[config.mk]
export PLATFORM = sky130hd
export DESIGN_NAME = pipeline_hazard_ctrl
export DESIGN_NICKNAME = d
export VERILOG_FILES = /design/src/rtl/pipeline_hazard_ctrl_pkg.sv /design/src/rtl/hazard_detect.sv /design/src/rtl/pipeline_hazard_ctrl.sv
export SDC_FILE = /design/constraint.sdc
export NUM_CORES = 1
export LEC_CHECK = 0
export CELL_PAD_IN_SITES_DETAIL_PLACEMENT = 1
export CELL_PAD_IN_SITES_GLOBAL_PLACEMENT = 1
export CORE_MARGIN = 1.5
export CORE_UTILIZATION = 35
export DETAILED_ROUTE_END_ITERATION = 7
export PLACE_DENSITY_LB_ADDON = 0.1
export SETUP_SLACK_MARGIN = 0.1
export SLEW_MARGIN = 25
export SYNTH_ARGS = -nofsm -noshare
export SYNTH_HDL_FRONTEND = slang
export SYNTH_HIERARCHICAL = 1
export SYNTH_SLANG_ARGS = --single-unit
[constraint.sdc]
create_clock -name clk -period 3.3 [get_ports clk]
set_input_delay 0.825 -clock clk [delete_from_list [all_inputs] [get_ports clk]]
set_output_delay 0.825 -clock clk [all_outputs]
set_load 0.1 [all_outputs]
[src/rtl/pipeline_hazard_ctrl_pkg.sv]
// Shared definitions for the pipeline hazard controller.
//   - hz_state_e : controller FSM state encoding (2 bits)
//   - REG_IDX_W  : architectural register index width
//   - BUBBLE_CTRL: control-bit value loaded into a pipeline register on flush
//   - hz_ctrl_t  : bundle of enables/flushes/PC-select driven by the controller
package pipeline_hazard_ctrl_pkg;

  localparam int REG_IDX_W   = 5;
  localparam int CTRL_BITS_W = 8;

  // Downstream pipeline registers load this on a flush: every control bit
  // cleared, so the slot behaves as a NOP.
  localparam logic [CTRL_BITS_W-1:0] BUBBLE_CTRL = '0;

  typedef enum logic [1:0] {
    ST_RUN      = 2'd0,
    ST_FLUSH    = 2'd1,
    ST_MEM_WAIT = 2'd2
  } hz_state_e;

  typedef struct packed {
    logic pc_en;
    logic ifid_en;
    logic idex_en;
    logic exmem_en;
    logic memwb_en;
    logic ifid_flush;
    logic idex_flush;
    logic exmem_flush;
    logic pc_sel_branch;
  } hz_ctrl_t;

  // Control patterns, ordered as the struct fields above.
  localparam hz_ctrl_t CTRL_RUN     = 9'b11111_0000;
  localparam hz_ctrl_t CTRL_FREEZE  = 9'b00000_0000;
  localparam hz_ctrl_t CTRL_BRANCH  = 9'b11111_1111;
  localparam hz_ctrl_t CTRL_LOADUSE = 9'b00111_0100;

endpackage

[src/rtl/hazard_detect.sv]
// Purely combinational load-use hazard comparator.
// Ports:
//   id_rs1_i, id_rs2_i : source registers of the instruction in ID
//   id_uses_rs2_i      : ID instruction actually reads rs2
//   idex_memread_i     : instruction in ID/EX is a load
//   idex_rd_i          : destination register of that load
//   load_use_o         : 1 when ID needs the load result before it exists
module hazard_detect
  import pipeline_hazard_ctrl_pkg::*;
(
  input  logic [REG_IDX_W-1:0] id_rs1_i,
  input  logic [REG_IDX_W-1:0] id_rs2_i,
  input  logic                 id_uses_rs2_i,
  input  logic                 idex_memread_i,
  input  logic [REG_IDX_W-1:0] idex_rd_i,
  output logic                 load_use_o
);

  logic rs1_hit;
  logic rs2_hit;

  assign rs1_hit = (idex_rd_i == id_rs1_i);
  // rs2 only matters when the instruction really reads it (I-type reuses the field).
  assign rs2_hit = id_uses_rs2_i && (idex_rd_i == id_rs2_i);

  // x0 is hardwired zero, so a load into it never produces a dependency.
  assign load_use_o = idex_memread_i && (idex_rd_i != '0) && (rs1_hit || rs2_hit);

endmodule

[src/rtl/pipeline_hazard_ctrl.sv]
// Pipeline hazard controller: memory-wait freeze, taken-branch flush and
// load-use stall for a 5-stage pipeline, plus saturating statistics and a
// sticky memory-timeout flag.
// Ports:
//   clk, rst                      : clock, synchronous active-high reset
//   id_rs1/id_rs2/id_uses_rs2     : ID-stage source operands
//   idex_memread/idex_rd          : load in ID/EX and its destination
//   exmem_branch_taken            : branch in EX/MEM resolved taken
//   exmem_memaccess/dmem_busy     : MEM access pending / memory not ready
//   cnt_clr                       : clear statistics and timeout flag
//   *_en, *_flush, pc_sel_branch  : combinational pipeline controls
//   stall_cycles, flush_events    : saturating counters
//   mem_timeout                   : sticky memory-wait timeout
module pipeline_hazard_ctrl
  import pipeline_hazard_ctrl_pkg::*;
#(
  parameter int MEM_TIMEOUT = 255,
  parameter int CNT_W       = 16
) (
  input  logic                 clk,
  input  logic                 rst,
  input  logic [REG_IDX_W-1:0] id_rs1,
  input  logic [REG_IDX_W-1:0] id_rs2,
  input  logic                 id_uses_rs2,
  input  logic                 idex_memread,
  input  logic [REG_IDX_W-1:0] idex_rd,
  input  logic                 exmem_branch_taken,
  input  logic                 exmem_memaccess,
  input  logic                 dmem_busy,
  input  logic                 cnt_clr,
  output logic                 pc_en,
  output logic                 ifid_en,
  output logic                 idex_en,
  output logic                 exmem_en,
  output logic                 memwb_en,
  output logic                 ifid_flush,
  output logic                 idex_flush,
  output logic                 exmem_flush,
  output logic                 pc_sel_branch,
  output logic [CNT_W-1:0]     stall_cycles,
  output logic [CNT_W-1:0]     flush_events,
  output logic                 mem_timeout
);

  localparam int WAIT_W = $clog2(MEM_TIMEOUT + 1);
  localparam logic [WAIT_W-1:0] WAIT_MAX = WAIT_W'(MEM_TIMEOUT);

  hz_state_e         state_q, state_d;
  hz_ctrl_t          ctrl;
  logic [WAIT_W-1:0] wait_q, wait_d;
  logic [CNT_W-1:0]  stall_q, flush_q;
  logic              timeout_q;
  logic              timeout_hit;
  logic              mem_wait;
  logic              load_use;

  assign mem_wait = exmem_memaccess && dmem_busy;

  hazard_detect u_hazard_detect (
    .id_rs1_i       (id_rs1),
    .id_rs2_i       (id_rs2),
    .id_uses_rs2_i  (id_uses_rs2),
    .idex_memread_i (idex_memread),
    .idex_rd_i      (idex_rd),
    .load_use_o     (load_use)
  );

  // Control decode and next state. Priority: memory wait > branch > load-use.
  always_comb begin
    ctrl    = CTRL_RUN;
    state_d = ST_RUN;
    unique case (state_q)
      ST_RUN, ST_FLUSH: begin
        if (mem_wait) begin
          ctrl    = CTRL_FREEZE;
          state_d = ST_MEM_WAIT;
        end else if (exmem_branch_taken) begin
          ctrl    = CTRL_BRANCH;
          state_d = ST_FLUSH;
        end else if ((state_q == ST_RUN) && load_use) begin
          // The cycle after a flush ID holds a bubble, so no load-use check there.
          ctrl    = CTRL_LOADUSE;
        end
      end
      ST_MEM_WAIT: begin
        if (dmem_busy) begin
          ctrl    = CTRL_FREEZE;
          state_d = ST_MEM_WAIT;
        end else if (exmem_branch_taken) begin
          // A branch held in EX/MEM during the freeze is acted on at release.
          ctrl    = CTRL_BRANCH;
          state_d = ST_FLUSH;
        end
      end
      default: state_d = ST_RUN;
    endcase
    if (rst) begin
      ctrl = CTRL_RUN;
    end
  end

  // Wait counter counts frozen cycles, including the cycle the wait is detected.
  always_comb begin
    wait_d      = '0;
    timeout_hit = 1'b0;
    if (state_d == ST_MEM_WAIT) begin
      wait_d      = (wait_q == WAIT_MAX) ? wait_q : wait_q + 1'b1;
      timeout_hit = (wait_d == WAIT_MAX);
    end
  end

  always_ff @(posedge clk) begin
    if (rst) begin
      state_q   <= ST_RUN;
      wait_q    <= '0;
      stall_q   <= '0;
      flush_q   <= '0;
      timeout_q <= 1'b0;
    end else begin
      state_q <= state_d;
      wait_q  <= wait_d;
      if (cnt_clr) begin
        stall_q   <= '0;
        flush_q   <= '0;
        timeout_q <= 1'b0;
      end else begin
        if (!ctrl.pc_en && (stall_q != '1)) begin
          stall_q <= stall_q + 1'b1;
        end
        if (ctrl.pc_sel_branch && (flush_q != '1)) begin
          flush_q <= flush_q + 1'b1;
        end
        if (timeout_hit) begin
          timeout_q <= 1'b1;
        end
      end
    end
  end

  assign pc_en         = ctrl.pc_en;
  assign ifid_en       = ctrl.ifid_en;
  assign idex_en       = ctrl.idex_en;
  assign exmem_en      = ctrl.exmem_en;
  assign memwb_en      = ctrl.memwb_en;
  assign ifid_flush    = ctrl.ifid_flush;
  assign idex_flush    = ctrl.idex_flush;
  assign exmem_flush   = ctrl.exmem_flush;
  assign pc_sel_branch = ctrl.pc_sel_branch;
  assign stall_cycles  = stall_q;
  assign flush_events  = flush_q;
  assign mem_timeout   = timeout_q;

endmodule

==> out/qor.yml <==
run_status:
  status: "complete, but fails checks"
  violations: "design-rule violations"
routing:
  vias: 2358
  wl_um: 6610
  first_pass_iters: 6
  viasPerCell: 5.45
  drc_errors: 6
  first_iter_violations: 86
  ant_nets: 0
  wl_per_cell_um: 15.3
sta:
  maxSlewHeadroom_pct: 44.9
  rsz0062_at_grt: "true"
  finalCritPeriodShare_pct: 96.4
  skew_ns: 0.00675
  slew_viol_final: 0
  finalSetupViolCount: 0
  worstMarginPinSlew_ns: 0.819
  layout_min_cycle_time_ns: 3.18
  finalHoldViolations: 0
  max_freq_mhz: 314
worst_setup_path:
  worstSetupPathType: "in2out"
  worst-path-max-fanout: 3
  critPathArrivalTime_ns: 2.36
  crit_family: "simple AND/OR/NAND/NOR gates"
  required_ns: 2.47
  start_kind: "input port"
  cp_cell_sequence: "clkdlybuf4s15_1 -> buf_4 -> or4_4 -> o21ai_2 -> a21oi_2 -> nor4b_4 -> nor2b_4 -> nor2_4 -> buf_12"
  end_kind: "output port"
  cpMaxStageDelayCell: "or4_4"
  worst-path-buf-inv: 3
  cp_slowest_stage_delay_ns: 0.41
final_layout:
  n_antenna_cell: 0
  syn2layout_area_growth_pct: 38.4
  layout_common_cells: "46 x buf_4, 43 x dfxtp_1, 29 x nor2_1, 20 x a21oi_1, 18 x xnor2_1"
  fin_util_pct: 50.8
  fill_cells: 774
  drive_gt1_share_pct: 25.6
  final_common_cell: "buf_4"
  final_cell_area_sq_um: 3260
  final_nets: 381
  instances_no_fill: 433
synth:
  ys.flop_type: "dfxtp_1"
  yosys.area.top_type: "dfxtp_1"
  netlist_area_sq_um: 2360
  ys_warn_count: 6
  synth_compound_area_share_pct: 14.1
  synth_simple_gate_area_share_pct: 31.1
  synth_mux_area_share_pct: 1.33
  ys_seq_area_share_pct: 36.5
  async_flop_share_pct: 0
  synth_cells: 288
  synth.distinct_cells: 46
  synth_top_family_by_area: "simple AND/OR/NAND/NOR gates"
  synth_xor_xnor_area_share_pct: 10.4
  yosys.area.top_type_share_pct: 36.5
  synth_seq_cells: 43
  synth_edf_count: 0
  synth_nets: 314
  synth_top_cells_by_area: "dfxtp_1 37%, xnor2_1 6.7%, nor2_1 4.9%"
  synthAdderAreaFrac_pct: 1.59
  post_synth.cell_area_avg_sq_um: 8.18
grt:
  gr-total-overflow: 0
  track_usage_pct: 18.8
  antenna_found_initial: 0
  grt_max_degree: 33
  grt_pass1_vias: 2328
  grt_pass1_wl_um: 11000
clock_network:
  clk_pin_slew_ns: 0.08
  postCtsHoldBufs: 0
  cts_tree: "built"
  clockBufferDepth: 2
  root_buffer: "clkbuf_8"
  cts_sinks: 43
  cts_made_buffers: 5
  clk_latency_ns: 0.30
  h-tree-depth: 2
place:
  placed_area_sq_um: 3140
  dp.cells: 423
  port_buffers: 64
  place_hpwl_um: 4920
  gp_congestion: 0.801
job:
  maxCapViolations: 0
floorplanning:
  start_util_pct: 36.7
  core_sq_um: 6420
  die_area_sq_um: 7230
  fp-row-count: 29
  die_width_um: 85.0
  io_pins: 65
  die_y_um: 85.0
pwr:
  powerDensity_nw_per_um2: 324
  ir_worst_vdd_mv: 0.233
  p_leak_uw: 0.00119
hold_path:
  hp-class: "reg2reg"
-- logic make-up after synthesis --
kind of cell,Yosys count
DFF,43
xor gates and xnor gates,28
and+or+nand+nor,132
AOI/OAI and AO/OA,55
buffers and inverters,24
adders and majority gates,3
muxes,3
-- metal layers --
metal  routed length [um]  track usage, %  up-vias
met2                 3250            33.5       33
met4                   78            5.51        0
li1                     -               -     1173
met3                  269            4.28        6
met5                    0               0        -
met1                 3020            22.4     1146
-- layout make-up --
cell class,count,area [sq um],share of cell area [%]
multi-input cells,221,1440,44.3
flip-flops and latches,43,861,26.4
repair buffers,78,739,22.7
well taps,77,96.3,2.95
clock buffers,7,86.3,2.65
inverters,6,25.0,0.767
clock inverters,1,8.76,0.269
-- worst min-delay path, delay by kind of cell, from the launching register on --
kind               cells  cell delay, ns
and+or+nand+nor        1            0.05
AOI/OAI and AO/OA      1            0.06
DFF                    1            0.32
-- flip-flops by register name, summed over array words and instances, names as in the netlist --
name,cells
state_q,2
stall_cycles,16
mem_timeout,1
flush_events,16
wait_q,8
-- path summary, 6_finish.rpt --
check	from	endpoint	slack, ns	cells after the start
worst max-delay path	idex_rd[3]	ifid_en	0.12	9
worst min-delay path	mem_timeout$_SDFFE_PP0P_	mem_timeout$_SDFFE_PP0P_	0.47	2
worst max register to register	state_q[1]$_SDFF_PP0_	stall_cycles[12]$_SDFFE_PP0P_	1.27	8
worst min register to register	mem_timeout$_SDFFE_PP0P_	mem_timeout$_SDFFE_PP0P_	0.47	2
-- through the flow --
| stage | hold WS (ns) | worst slack (ns) | total power (uW) | setup TNS (ns) |
|---|---|---|---|---|
| final | 0.468 | 0.118 | 1060 | 0 |
| after detailed placement | 0.461 | -0.326 | 709 | -3.87 |
| after floorplan | 0.531 | -0.0780 | 632 | -0.0780 |
| after global routing | 0.501 | 0.0509 | 1100 | 0 |
| after CTS | 0.476 | 0.102 | 1070 | 0 |
| after global placement | 0.448 | -0.242 | 706 | -2.03 |
-- cell usage after synthesis (10+ instances only) --
master,instances
clkbuf_1,10
or3_1,14
xor2_1,10
o21ai_0,17
xnor2_1,18
a21oi_1,21
nor3_1,12
nand4_1,10
nand3_1,17
nor2_1,31
nand2_1,14
dfxtp_1,43
-- power by group --
group          internal, uW  switching (uW)  total (uW)  leakage, uW
combinational          68.6             100         169     0.000795
clock                   172             191         363    0.0000484
sequential              521            4.10         525     0.000347
-- timing repair --
| action | CTS | global route |
|---|---|---|
| resized for setup | 43 | 12 |
| endpoints found under the setup margin | 9 | 6 |
| pin swaps | 12 | 4 |
| buffers inserted | 1 | 1 |
(Power assumes the default switching activity.)
